--- config.mk ---
export PLATFORM = sky130hd
export DESIGN_NAME = dpram_port_arbiter
export DESIGN_NICKNAME = d
export VERILOG_FILES = /design/src/rtl/dpram_arb_pkg.sv /design/src/rtl/rr_pick2.sv /design/src/rtl/dpram_port_arbiter.sv
export SDC_FILE = /design/constraint.sdc
export NUM_CORES = 1
export LEC_CHECK = 0
export ABC_AREA = 1
export CORE_UTILIZATION = 42
export CTS_CLUSTER_SIZE = 10
export DETAILED_ROUTE_END_ITERATION = 7
export PLACE_DENSITY = 0.92
export SYNTH_ARGS = -nofsm -noshare
export SYNTH_HDL_FRONTEND = slang
export SYNTH_SLANG_ARGS = --single-unit
--- constraint.sdc ---
create_clock -name clk -period 4.9 [get_ports clk]
set_input_delay 0.735 -clock clk [delete_from_list [all_inputs] [get_ports clk]]
set_output_delay 0.735 -clock clk [all_outputs]
set_load 0.05 [all_outputs]
--- src/rtl/dpram_arb_pkg.sv ---
// dpram_arb_pkg: shared state, read-tag type and default widths for dpram_port_arbiter
package dpram_arb_pkg;
   localparam int DEF_AW = 8;
   localparam int DEF_DW = 16;
   localparam int IDX_W = 3;
   typedef enum logic {CLEAR, RUN} arb_state_t;
   typedef struct packed {
      logic valid;
      logic [IDX_W-1:0] idx;
   } rd_tag_t;
endpackage

--- src/rtl/rr_pick2.sv ---
// rr_pick2: combinational round-robin picker of up to two mutually non-conflicting winners
//   valid_i    pending requests      ptr_i     first requester to scan
//   conflict_i [i][j]=1 if i and j may not share a cycle
//   w0_o/v0_o  first winner (port A)  w1_o/v1_o second winner (port B)
module rr_pick2 #(
   parameter int N = 4,
   parameter int IW = $clog2(N)
) (
   input  logic [N-1:0]  valid_i,
   input  logic [IW-1:0] ptr_i,
   input  logic [N-1:0]  conflict_i [N],
   output logic [IW-1:0] w0_o,
   output logic          v0_o,
   output logic [IW-1:0] w1_o,
   output logic          v1_o
);
   logic [IW-1:0] ord [N];
   for (genvar k = 0; k < N; k++) begin : g_ord
      assign ord[k] = IW'((int'(ptr_i) + k) % N);
   end
   always_comb begin
      v0_o = 1'b0;
      v1_o = 1'b0;
      w0_o = '0;
      w1_o = '0;
      for (int k = 0; k < N; k++)
         if (valid_i[ord[k]]) begin
            if (!v0_o) begin
               v0_o = 1'b1;
               w0_o = ord[k];
            end else if (!v1_o && !conflict_i[w0_o][ord[k]]) begin
               v1_o = 1'b1;
               w1_o = ord[k];
            end
         end
   end
endmodule

--- src/rtl/dpram_port_arbiter.sv ---
// dpram_port_arbiter: shares a true dual-port RAM between NREQ requesters, two grants per cycle
//   req_*      requester side, packed per requester; req_ready is the same-cycle grant
//   rsp_*      read data one cycle after grant
//   ram_*      RAM ports A/B plus output-register enable
//   clear_done high once the post-reset zeroing sweep has finished
module dpram_port_arbiter
   import dpram_arb_pkg::*;
#(
   parameter int NREQ = 4,
   parameter int AW = DEF_AW,
   parameter int DW = DEF_DW,
   parameter bit CLEAR_ON_RESET = 1'b1
) (
   input  logic               clk,
   input  logic               rst,
   input  logic [NREQ-1:0]    req_valid,
   output logic [NREQ-1:0]    req_ready,
   input  logic [NREQ-1:0]    req_we,
   input  logic [NREQ*AW-1:0] req_addr,
   input  logic [NREQ*DW-1:0] req_wdata,
   output logic [NREQ-1:0]    rsp_valid,
   output logic [NREQ*DW-1:0] rsp_rdata,
   output logic               ram_ena,
   output logic [AW-1:0]      ram_addr_a,
   output logic [DW-1:0]      ram_data_a,
   output logic               ram_we_a,
   input  logic [DW-1:0]      ram_q_a,
   output logic [AW-1:0]      ram_addr_b,
   output logic [DW-1:0]      ram_data_b,
   output logic               ram_we_b,
   input  logic [DW-1:0]      ram_q_b,
   output logic               clear_done
);
   localparam int IW = $clog2(NREQ);
   localparam logic [AW-1:0] LAST_PAIR = {{(AW-1){1'b1}}, 1'b0};
   arb_state_t state_q, state_d;
   logic [AW-1:0] clr_addr_q, clr_addr_d;
   logic [IW-1:0] rr_ptr_q, rr_ptr_d, w0, w1, last;
   rd_tag_t tag_a_q, tag_a_d, tag_b_q, tag_b_d;
   logic clear_done_q, v0, v1, run, clr, rd_a, rd_b;
   logic [AW-1:0] addr [NREQ];
   logic [DW-1:0] wdata [NREQ];
   logic [NREQ-1:0] conf [NREQ];
   for (genvar i = 0; i < NREQ; i++) begin : g_req
      assign addr[i] = req_addr[i*AW +: AW];
      assign wdata[i] = req_wdata[i*DW +: DW];
      for (genvar j = 0; j < NREQ; j++) begin : g_conf
         assign conf[i][j] = addr[i] == addr[j] && (req_we[i] || req_we[j]);
      end
      assign req_ready[i] = run && ((v0 && w0 == IW'(i)) || (v1 && w1 == IW'(i)));
      // rst masks responses so a read in flight across reset is dropped
      assign rsp_valid[i] = !rst && ((tag_a_q.valid && tag_a_q.idx == IDX_W'(i)) ||
                                     (tag_b_q.valid && tag_b_q.idx == IDX_W'(i)));
      assign rsp_rdata[i*DW +: DW] = (tag_a_q.valid && tag_a_q.idx == IDX_W'(i)) ? ram_q_a :
                                     (tag_b_q.valid && tag_b_q.idx == IDX_W'(i)) ? ram_q_b : '0;
   end
   rr_pick2 #(.N(NREQ)) u_pick (
      .valid_i   (req_valid),
      .ptr_i     (rr_ptr_q),
      .conflict_i(conf),
      .w0_o      (w0),
      .v0_o      (v0),
      .w1_o      (w1),
      .v1_o      (v1)
   );
   assign run = !rst && state_q == RUN;
   assign clr = !rst && state_q == CLEAR;
   assign rd_a = run && v0 && !req_we[w0];
   assign rd_b = run && v1 && !req_we[w1];
   assign last = v1 ? w1 : w0;
   assign ram_ena = rd_a || rd_b;
   assign ram_we_a = clr || (run && v0 && req_we[w0]);
   assign ram_we_b = clr || (run && v1 && req_we[w1]);
   assign ram_addr_a = clr ? clr_addr_q : (run && v0) ? addr[w0] : '0;
   assign ram_addr_b = clr ? clr_addr_q + AW'(1) : (run && v1) ? addr[w1] : '0;
   assign ram_data_a = (run && v0) ? wdata[w0] : '0;
   assign ram_data_b = (run && v1) ? wdata[w1] : '0;
   assign clear_done = clear_done_q;
   always_comb begin
      state_d = (state_q == CLEAR && clr_addr_q == LAST_PAIR) ? RUN : state_q;
      clr_addr_d = state_q == CLEAR ? clr_addr_q + AW'(2) : clr_addr_q;
      rr_ptr_d = !(run && v0) ? rr_ptr_q : last == IW'(NREQ-1) ? '0 : last + IW'(1);
      tag_a_d = {rd_a, IDX_W'(w0)};
      tag_b_d = {rd_b, IDX_W'(w1)};
   end
   always_ff @(posedge clk) begin
      if (rst) begin
         state_q <= CLEAR_ON_RESET ? CLEAR : RUN;
         clr_addr_q <= '0;
         rr_ptr_q <= '0;
         tag_a_q <= '0;
         tag_b_q <= '0;
         clear_done_q <= 1'b0;
      end else begin
         state_q <= state_d;
         clr_addr_q <= clr_addr_d;
         rr_ptr_q <= rr_ptr_d;
         tag_a_q <= tag_a_d;
         tag_b_q <= tag_b_d;
         clear_done_q <= state_d == RUN;
      end
   end
endmodule

Yosys cells after proc, flatten, opt, wreduce, memory -nomap -nowiden
Index checks and enable logic that the tools add are counted.
Widths: inputs -> output; s select.
{"block": "totals", "out_inout_bits": 124, "mem_count": 0, "ff_bits": 19, "latchBits": 0, "rom_bits": 0, "mem_bits_rw": 0}
{"block": "op_classes", "bitwise_logic": 6, "mux": 84, "n_mul": 0, "reduce_logical": 75, "n_div": 0, "n_eq_ne": 26, "shifts": 0, "n_lt_le_gt_ge": 11, "n_addsub": 6}
{"op": "$mux 16", "count": 14}
{"op": "$eq 8x8->1", "count": 12}
{"op": "$bmux 16 s2", "count": 2}
{"op": "$mux 8", "count": 8}
{"op": "$logic_and 1x1->1", "count": 47}
{"op": "$mux 2", "count": 18}
{"op": "$bmux 8 s2", "count": 2}
{"op": "$bmux 4 s2", "count": 3}
{"op": "$mux 4", "count": 6}
{"op": "$mux 1", "count": 22}
{"op": "$bmux 1 s2", "count": 9}
{"op": "$lt 2x3->1 const B", "count": 6}
{"op": "$logic_or 1x1->1", "count": 17}
{"op": "$ge 3x3->1 const B", "count": 5}
{"op": "$not 2->3", "count": 5}
{"op": "$eq 3x2->1 const B", "count": 4}
{"op": "$eq 2x2->1 const B", "count": 5}
{"op": "$add 8x1->8 const B", "count": 1}
{"op": "$add 8x2->8 const B", "count": 1}
{"op": "$eq 8x8->1 const B", "count": 1}
{"op": "$logic_not 1->1", "count": 7}
{"op": "$eq 3x1->1 const B", "count": 2}
{"op": "$logic_not 3->1", "count": 2}
{"op": "$add 2x1->2 const B", "count": 2}
{"op": "other kinds (4)", "count": 7}

Longest topological paths before layout
Gate-level depths: netlist of the first run.
{"block": "logic_depth", "depth_word": 28, "ltp_mapped": 30}

Modules after synthesis
From an unflattened synthesis of the first run, not the netlist that was laid out.
{"block": "unflattened", "cells_unflattened": 1048, "hier_area_um2": 4969.8}
{"mod": "dpram_port_arbiter", "area_each_um2": 3955.0, "cells_each": 849, "n_inst": 1, "seq_area_each_um2": 320.3}
{"mod": "rr_pick2", "area_each_um2": 1014.7, "cells_each": 199, "n_inst": 1, "seq_area_each_um2": 0.0}

Least setup slack after synthesis of the first run
Ideal clock, no wire load.
{"block": "synth_timing", "path_kind": "input to output", "start": "input req_valid[3]", "end": "output ram_addr_a[7]", "slack_ns": 0.279, "required_ns": 4.165, "stages": 17, "arrival_ns": 3.886, "path_cell_list": "inv_1 -> nand2_1 -> nand3_2 -> nand2_2 -> ha_1 -> clkbuf_1 -> inv_1 -> nand3_1 -> nand2_4 -> nand2_4 -> o211ai_1 -> nand2_1 -> nor2_1 -> inv_1 -> clkbuf_1 -> o22ai_1 -> o31ai_1"}
{"block": "synth_between", "elab_chain_cells": 15}
{"item": "start, declared", "line": "dpram_port_arbiter.sv:16", "rtl": "input logic [NREQ-1:0] req_valid,"}
{"item": "$bmux 1 s2", "line": "rr_pick2.sv:27", "rtl": "if (valid_i[ord[k]]) begin"}
{"item": "$mux 1 (implied by the code)", "line": "rr_pick2.sv:27"}
{"item": "$mux 2 / $mux 1 (equally long branches)", "line": "rr_pick2.sv:27"}
{"item": "$mux 2", "line": "rr_pick2.sv:28", "rtl": "if (!v0_o) begin"}
{"item": "$mux 2", "line": "rr_pick2.sv:27"}
{"item": "$mux 2", "line": "rr_pick2.sv:28"}
{"item": "$mux 2", "line": "rr_pick2.sv:27"}
{"item": "$mux 2", "line": "rr_pick2.sv:28"}
{"item": "$mux 2", "line": "rr_pick2.sv:27"}
{"item": "$not 2->3 (implied by the code)", "line": "dpram_port_arbiter.sv:74", "rtl": "assign ram_addr_a = clr ? clr_addr_q : (run && v0) ? addr[w0] : '0;"}
{"item": "$bmux 8 s2", "line": "dpram_port_arbiter.sv:74"}
{"item": "$mux 8 (implied by the code) (2 in series)", "line": "dpram_port_arbiter.sv:74"}
{"item": "$mux 8 * (2 in series)", "line": "dpram_port_arbiter.sv:74"}
{"item": "end, declared", "line": "dpram_port_arbiter.sv:24", "rtl": "output logic [AW-1:0] ram_addr_a,"}
Mark *: on every way between the ends. The rest lies on a longest branch, timed or not. The select of a mux whose other input is x is not followed.

Worst setup path after layout of the first run
{"block": "layout_timing", "start": "input req_valid[1]", "end": "output ram_data_b[3]"}
{"block": "layout_between", "elab_chain_cells": 27}
{"item": "$bmux 1 s2", "line": "rr_pick2.sv:27"}
{"item": "$mux 1 (implied by the code)", "line": "rr_pick2.sv:27"}
{"item": "$mux 2", "line": "rr_pick2.sv:27"}
{"item": "$not 2->3 (implied by the code)", "line": "rr_pick2.sv:31", "rtl": "end else if (!v1_o && !conflict_i[w0_o][ord[k]]) begin"}
{"item": "$bmux 4 s2", "line": "rr_pick2.sv:31"}
{"item": "$mux 4 (implied by the code) (2 in series)", "line": "rr_pick2.sv:31"}
{"item": "$bmux 1 s2", "line": "rr_pick2.sv:31"}
{"item": "$mux 1 (implied by the code)", "line": "rr_pick2.sv:31"}
{"item": "(+9 left out)"}
{"item": "$logic_and 1x1->1", "line": "rr_pick2.sv:31"}
{"item": "$mux 2", "line": "rr_pick2.sv:31"}
{"item": "$mux 2", "line": "rr_pick2.sv:28"}
{"item": "$mux 2", "line": "rr_pick2.sv:27"}
{"item": "$not 2->3 (implied by the code)", "line": "dpram_port_arbiter.sv:77", "rtl": "assign ram_data_b = (run && v1) ? wdata[w1] : '0;"}
{"item": "$bmux 16 s2", "line": "dpram_port_arbiter.sv:77"}
{"item": "$mux 16 (implied by the code) (2 in series)", "line": "dpram_port_arbiter.sv:77"}
{"item": "$mux 16 *", "line": "dpram_port_arbiter.sv:77"}
{"item": "end, declared", "line": "dpram_port_arbiter.sv:29", "rtl": "output logic [DW-1:0] ram_data_b,"}
Marked as above.

==> flow_summary.toml, run 1 <==
[run_status]
status = "finished clean"

[floorplanning]
rows = 40
die-area_sq_mm = 0.0128
die_h_um = 113
initial_core_util_pct = 43.1
core_sq_mm = 0.0120
die_w_um = 113
ios = 262

[clocking]
insertion_delay_ps = 250
clkSinkCount = 16
clk_pin_slew_ps = 50
cts_buffer_depth = 2
tritoncts = "yes"
htreeDepth = 1
tritoncts.num_buffers = 3
cts_hold_buf = 0
cts_root_buffer = "clkbuf_16"

[pwr]
power_density_mw_per_mm2 = 112
p_leak_nw = 4.22
peakVddDrop_mv = 0.101

[synthesis]
synth-compound-area-share_pct = 24.0
synth_mux_area_share_pct = 0
yosysUniqueCellTypes = 43
synth_top_area_share_pct = 25.9
avgSynthCellArea_sq_um = 4.98
synth_top_family_by_area = "simple AND/OR/NAND/NOR gates"
synth_most_common_cell = "nand2_1"
synth_common_cells = "nand2_1 (357), inv_1 (150), nand3_1 (103)"
async_flop_share_pct = 0
yosysWarningCount = 0
synth_ff_type = "dfxtp_1"
synthXorXnorAreaFrac_pct = 4.06
yosys-top-cells-area = "nand2_1 (26%), inv_1 (11%), nand3_1 (10%)"
synth_edf_count = 0
yosysSeqAreaShare_pct = 6.19
synth_fa_ha_area_share_pct = 0.484
synth-simple-area-share_pct = 49.0
synth.net_count = 1178
netlist_area_sq_mm = 0.00517
synth_seq_cells = 16
synth_largest_area_cell = "nand2_1"
syn_inst = 1038

[grt]
grt_pass1_wl_mm = 38.1
grt-ovfl-total = 0
grt_max_degree = 34
grt_pass1_vias = 7460
grt_use_total_pct = 37.3
antenna_found_initial = 0

[setup_path]
crit_type = "primary input to output pin"
path_max_fanout = 12
r2r_cells = 23
reg2reg_setup_slack_ps = 1570
reg2reg_to = "rr_ptr_q[1]$_SDFFE_PP0P_"
cp-endpoint = "ram_data_b[3]"
startpoint = "req_valid[1]"
crit_path_end_kind = "output pin"
arrival_ps = 4090
r2r_start = "rr_ptr_q[0]$_SDFFE_PP0P_"
startpoint_type = "primary input"
crit_required_ps = 4160

[sta]
setup_tns_ps = 0
hold_violations = 0
slew_violations = 0
final.period_utilization_pct = 98.5
min_period_ps = 4820
fmax_mhz = 207
fin_skew_ps = 1.17
worst_pin_slew_ps = 610
slew_headroom_pct = 59.2
setup_viol = 0

[run]
cap_violations = 0

[place]
dp_hpwl_mm = 19.6
portBuffers = 261
place.gp.congestion = 1.02

[finish]
nets = 1450
n_antenna_cell = 0
seqCellArea_sq_um = 320
multi_input_area_sq_mm = 0.00426
area_growth_pct = 73.1
fin_util_pct = 74.5
drive_gt1_share_pct = 14.8
num-fill-cells = 976

[route]
via_count = 8454
viasPerCell = 5.81
antenna_left = 0
drc = 0
wl_per_cell_um = 17.7
drt_wl_total_mm = 25.7
dr.pass1.iters = 8
drt_iter0_drc = 771

[hold_path]
hp-class = "flop to flop"
holdPathStages = 2
[state kept, by name, indices dropped and copies added (netlist names)]
| register | flops |
|---|---|
| tag_a_q | 3 |
| state_q | 1 |
| clr_addr_q | 7 |
| rr_ptr_q | 2 |
| tag_b_q | 3 |
[cell families after synthesis]
family | count (synthesis)
xor+xnor | 24
compound gates | 201
buf+inv | 203
simple gates | 592
flops | 16
fa+ha+maj | 2
[critical path, stage by stage]
cell and delay (ps):
clkdlybuf4s50_1 490, inv_2 40, nand2_1 90, nand3_1 130
nand2_2 210, nand3_4 190, o21ai_1 350, nand2_1 120
nand2_1 90, nand2_1 60, nand2_1 80, nor2_1 70
nor3_2 320, nand3_4 180, nand2_8 160, buf_6 160
nand2_1 140, o21ai_1 210, nor2_2 80, buf_12 150
[where the power goes]
group / internal, mW / switching [mW] / leakage [nW]
registers: 0.135 / 0.00466 / 0.130
clock network: 0.124 / 0.0545 / 0.0442
logic: 0.289 / 0.391 / 4.05
total: 0.549 / 0.450 / 4.22
[routing by layer]
metal,track usage (%),up-vias,share of wire [%]
met5,0,-,0
met1,43.4,3755,37
met3,5.36,119,9.9
met2,66.6,628,48
met4,18.7,0,5.4
li1,-,3952,-
[repair_timing]
item | 4_1_cts | 5_1_grt
gates resized for setup | 0 | 76
buffers inserted | 0 | 9
setup endpoints to repair | 0 | 30
hold endpoints to repair | 0 | 0
[placed cells by master, fill, tap and decap left out, drive strengths merged, types with 3 or more instances in the layout]
cell type and count:
nand2 373, clkdlybuf4s50 203, inv 152, nand3 107
buf 105, nor2 92, o22ai 81, o21ai 68
xnor2 21, dfxtp 16, a21oi 13, o221ai 12
nor3 10, a211oi 8, a221oi 8, clkbuf 7
o31ai 5, nor3b 4, nand4 3, xor2 3
nand3b 3, dlymetal6s2s 3
[cell type report]
cell class              count  area share [%]
clock buffers               4           0.993
inverters                 154            6.50
multi-input cells         820            47.6
flip-flops and latches     16            3.58
well taps                 147            2.06
repair buffers            314            39.2
repair inverters            1          0.0839
[through the flow]
stage	std cells	hold WS, ps	instance area (sq um)	setup slack, ps	total power, mW
4_1_cts	1442	521	8480	46.9	0.913
3_5_place_dp	1438	515	8390	76.6	0.735
5_1_grt	1456	553	8950	-55.1	1.05
3_3_place_gp	1438	499	8390	130	0.728
2_1_floorplan	1038	470	5170	279	0.485
6_report	1456	521	8950	75.1	0.999
[worst min path at each step]
stage	start	to
2_1_floorplan	clr_addr_q[7]$_SDFFE_PP0N_	state_q$_SDFFE_PP0P_
3_3_place_gp	clr_addr_q[7]$_SDFFE_PP0N_	state_q$_SDFFE_PP0P_
3_5_place_dp	clr_addr_q[7]$_SDFFE_PP0N_	state_q$_SDFFE_PP0P_
4_1_cts	clr_addr_q[7]$_SDFFE_PP0N_	state_q$_SDFFE_PP0P_
5_1_grt	clr_addr_q[7]$_SDFFE_PP0N_	state_q$_SDFFE_PP0P_
6_report	clr_addr_q[7]$_SDFFE_PP0N_	state_q$_SDFFE_PP0P_
(Power assumes the default switching activity.)
==> inputs of run 2 (changes only) <==
REMOVE_ABC_BUFFERS = 1   (was not set)
==> flow_summary.toml, run 2 (synthesis gave the netlist of run 1 again) <==
[floorplanning]
die_h_um = 113
die-area_sq_mm = 0.0128
core_sq_mm = 0.0120
die_w_um = 113
initial_core_util_pct = 43.1
rows = 40
ios = 262

[sta]
slew_violations = 0
final.period_utilization_pct = 97.9
min_period_ps = 4800
setup_viol = 0
hold_ws_ps = 548
fmax_mhz = 208
hold_violations = 0
worst_pin_slew_ps = 740
fin_skew_ps = 4.27
setup_tns_ps = 0
slew_headroom_pct = 50.5

[finish]
final_common_cell = "nand2_1"
mostFrequentLayoutCells = "nand2_1 (352), clkdlybuf4s50_1 (201), inv_1 (146)"
reg_top3 = "clr_addr_q (7), tag_a_q (3), tag_b_q (3)"
n_antenna_cell = 0
nets = 1442
top_register = "clr_addr_q"
layoutNonFillerInstCount = 1448
drive_gt1_share_pct = 12.6
largest_register_ffs = 7
area_growth_pct = 67.9

[route]
drt_iter0_drc = 1009
drc = 0
dr.pass1.iters = 8
viasPerCell = 5.91
antenna_left = 0
drt_wl_total_mm = 26.2
wl_per_cell_um = 18.1
via_count = 8557

[setup_path]
crit_path_end_kind = "output pin"
startpoint = "req_addr[14]"
reg2reg_setup_slack_ps = 1700
path_max_fanout = 6
crit_type = "primary input to output pin"
crit_required_ps = 4160
startpoint_type = "primary input"
arrival_ps = 4060
r2r_start = "rr_ptr_q[0]$_SDFFE_PP0P_"

[clocking]
cts_buffer_depth = 2
clkSinkCount = 16
cts_hold_buf = 0
tritoncts = "yes"
insertion_delay_ps = 250
htreeDepth = 1
clk_pin_slew_ps = 50
cts_root_buffer = "clkbuf_16"
tritoncts.num_buffers = 3

[hold_path]
hp-class = "flop to flop"
hold_path.startpoint = "clr_addr_q[7]$_SDFFE_PP0N_"

[pwr]
power_density_mw_per_mm2 = 112
peakVddDrop_mv = 0.125
p_leak_nw = 4.17

[grt]
grt_pass1_wl_mm = 38.5
grt_pass1_vias = 7532
grt_max_degree = 42
grt_use_total_pct = 37.4
antenna_found_initial = 0
grt-ovfl-total = 0

[place]
dp_hpwl_mm = 19.7
place.gp.congestion = 0.999
placed_cells = 1433
portBuffers = 261

[run]
cap_violations = 0

[run_status]
status = "finished clean"
## run 2: cell types whose count changed in the layout (fill, tap and decap cells not counted), sizes merged
| cell | previous run | this run |
|---|---|---|
| nand2 | 373 | 375 |
| clkdlybuf4s50 | 203 | 201 |
| clkinvlp | 2 | 1 |
| buf | 105 | 95 |
| clkbuf | 7 | 8 |
| dlymetal6s2s | 3 | 5 |
## run 2: report_power, final
part	internal, mW	switching [mW]	leakage [nW]
Clock	0.124	0.0525	0.0442
Sequential	0.135	0.00511	0.130
Combinational	0.273	0.378	4.00
Total	0.532	0.436	4.17
## run 2: worst max-delay path, stage by stage
cell             delay, ps
clkdlybuf4s50_1        570
xnor2_1                330
nand2_1                 90
nor2_1                 200
nand2_1                200
nand2_1                100
nand2_1                 50
nand2_1                110
nand2_1                 70
nand2_1                 70
nand3_1                 80
nand2_1                 80
nand2_1                 70
nand2_2                120
nand3_2                190
nand2_4                240
buf_4                  150
nand2_1                160
o21ai_1                220
nor2_2                  80
buf_12                 150
## run 2: through the flow
step	setup slack [ps]	util (%)	instance area, sq um	total power, mW
CTS	51.6	69.8	8390	0.900
detailed placement	109	69.1	8300	0.725
global placement	179	69.1	8300	0.718
global route	-110	72.3	8680	1.02
finish	102	72.3	8680	0.968
floorplan	-1010	-	4910	0.454
## run 2: final timing paths
| check | end | depth (start not counted) |
|---|---|---|
| setup / recovery | ram_data_b[8] | 21 |
| hold / removal | clr_addr_q[7]$_SDFFE_PP0N_ | 2 |
| setup reg to reg | tag_b_q[3]$_SDFF_PP0_ | 26 |
| hold reg to reg | clr_addr_q[7]$_SDFFE_PP0N_ | 2 |
## run 2: area by class of cell
| cell class | count | area (sq um) |
|---|---|---|
| clock buffer | 4 | 88.8 |
| fill | 1016 | 3330 |
| inverter | 154 | 582 |
| multi-input combinational | 822 | 4150 |
| sequential | 16 | 320 |
| tap | 147 | 184 |
| timing repair buffer | 305 | 3360 |
## run 2: repair_timing
item	CTS	global route
setup buffers	0	4
endpoints found under the setup margin	0	30
gates resized for setup	0	42
## run 2: routing by layer
metal,routed length (um),global-route usage (%),vias up
met1,9430,42.2,3821
met2,12600,67.2,661
li1,-,-,3941
met3,2830,8.03,134
met4,1420,17.6,0
met5,0,0,-
==> inputs of run 3 (changes only) <==
PLACE_DENSITY = 0.81   (was 0.92)
==> flow_summary.toml, run 3 (synthesis gave the netlist of run 1 again) <==
[route]
wl_per_cell_um = 17.8
drt_iter0_drc = 814
via_count = 8519
antenna_left = 0
viasPerCell = 5.82
drc = 0
drt_wl_total_mm = 26.1
dr.pass1.iters = 5

[setup_path]
crit_required_ps = 4160
crit_path_end_kind = "output pin"
cpMaxStageDelayCell = "clkdlybuf4s50_1"
slowest_delay_ps = 440
crit_type = "primary input to output pin"
crit_family = "simple AND/OR/NAND/NOR gates"
startpoint_type = "primary input"
path_max_fanout = 18
cpMostUsedCell = "nand2_1"
arrival_ps = 4170
critPathBufInv = 7

[grt]
grt_max_degree = 37
grt_pass1_wl_mm = 37.7
grt_use_total_pct = 36.9
antenna_found_initial = 0
grt-ovfl-total = 0
grt_pass1_vias = 7396

[sta]
slew_headroom_pct = 51.0
setup_viol = 1
fin_skew_ps = 1.86
min_period_ps = 4900
hold_violations = 0
hold_ws_ps = 508
fin_ws_ps = -4.66
slew_violations = 0
fmax_mhz = 204
final.period_utilization_pct = 100
worst_pin_slew_ps = 733
setup_tns_ps = -4.66

[floorplanning]
ios = 262
initial_core_util_pct = 43.1
core_sq_mm = 0.0120
die_w_um = 113
die-area_sq_mm = 0.0128
rows = 40
die_h_um = 113

[finish]
reg_top3 = "clr_addr_q (7), tag_a_q (3), tag_b_q (3)"
largest_register_ffs = 7
num-fill-cells = 1015
nets = 1457
final_common_cell = "nand2_1"
mostFrequentLayoutCells = "nand2_1 (347), clkdlybuf4s50_1 (204), inv_1 (146)"
area_growth_pct = 71.8
n_antenna_cell = 0
finalInstanceArea_sq_mm = 0.00888
fin_util_pct = 74.0
top_register = "clr_addr_q"
drive_gt1_share_pct = 14.5
layoutNonFillerInstCount = 1463

[run_status]
status = "complete, but fails checks"
violations = "negative setup slack"

[clocking]
insertion_delay_ps = 250
cts_hold_buf = 0
htreeDepth = 1
tritoncts.num_buffers = 3
tritoncts = "yes"
cts_root_buffer = "clkbuf_16"
clk_pin_slew_ps = 50
clkSinkCount = 16
cts_buffer_depth = 2

[run]
cap_violations = 0

[pwr]
p_leak_nw = 4.22
peakVddDrop_mv = 0.164
power_density_mw_per_mm2 = 112

[place]
dp_hpwl_mm = 19.5
place.gp.congestion = 1.03
placed_cells = 1429
post_dp_cell_area_sq_mm = 0.00827
portBuffers = 261

[hold_path]
hp-class = "flop to flop"
==> run 3: metrics by stage <==
step	worst slack (ps)	total power [mW]
after floorplan	-1010	0.454
after global placement	192	0.724
after detailed placement	142	0.729
after CTS	98.4	0.905
after global routing	-103	1.06
final	-4.66	0.999
==> run 3: final timing paths <==
kind / startpoint / end / slack, ps / depth (start not counted)
setup / recovery: req_valid[2] / ram_data_b[6] / -5 / 28
hold / removal: clr_addr_q[7]$_SDFFE_PP0N_ / state_q$_SDFFE_PP0P_ / 510 / 2
setup reg to reg: rr_ptr_q[0]$_SDFFE_PP0P_ / rr_ptr_q[1]$_SDFFE_PP0P_ / 1490 / 23
hold reg to reg: clr_addr_q[7]$_SDFFE_PP0N_ / state_q$_SDFFE_PP0P_ / 510 / 2
==> run 3: worst reg2reg max path, delay by kind of cell, from the launching register on <==
family	cells	cell delay, ps
simple gates	18	2050
flops	1	480
compound gates	1	240
buf+inv	4	530
==> run 3: final cells by class <==
class                   instances  area [sq um]  area share (%)
repair buffers                320          3500            39.4
flip-flops and latches         16           322            3.62
inverters                     154           582            6.55
well taps                     147           184            2.07
multi-input cells             821          4200            47.3
repair inverters                1          7.51          0.0845
clock buffers                   4          88.8            1.00
==> run 3: per-layer routing <==
layer / vias up / part of all wire (%) / GRT usage [%]
met5: - / 0 / 0
met4: 0 / 6.3 / 23.0
met3: 136 / 10 / 5.95
met2: 610 / 46 / 63.5
met1: 3808 / 37 / 42.9
li1: 3965 / - / -
==> run 3: timing repair <==
item	4_1_cts	5_1_grt
buffers inserted	0	24
gates resized for setup	0	60
setup endpoints to repair	0	30
==> run 3: where the power goes <==
part	total, mW	switching [mW]	internal [mW]
sequential	0.140	0.00470	0.135
combinational	0.681	0.387	0.294
clock	0.178	0.0536	0.124
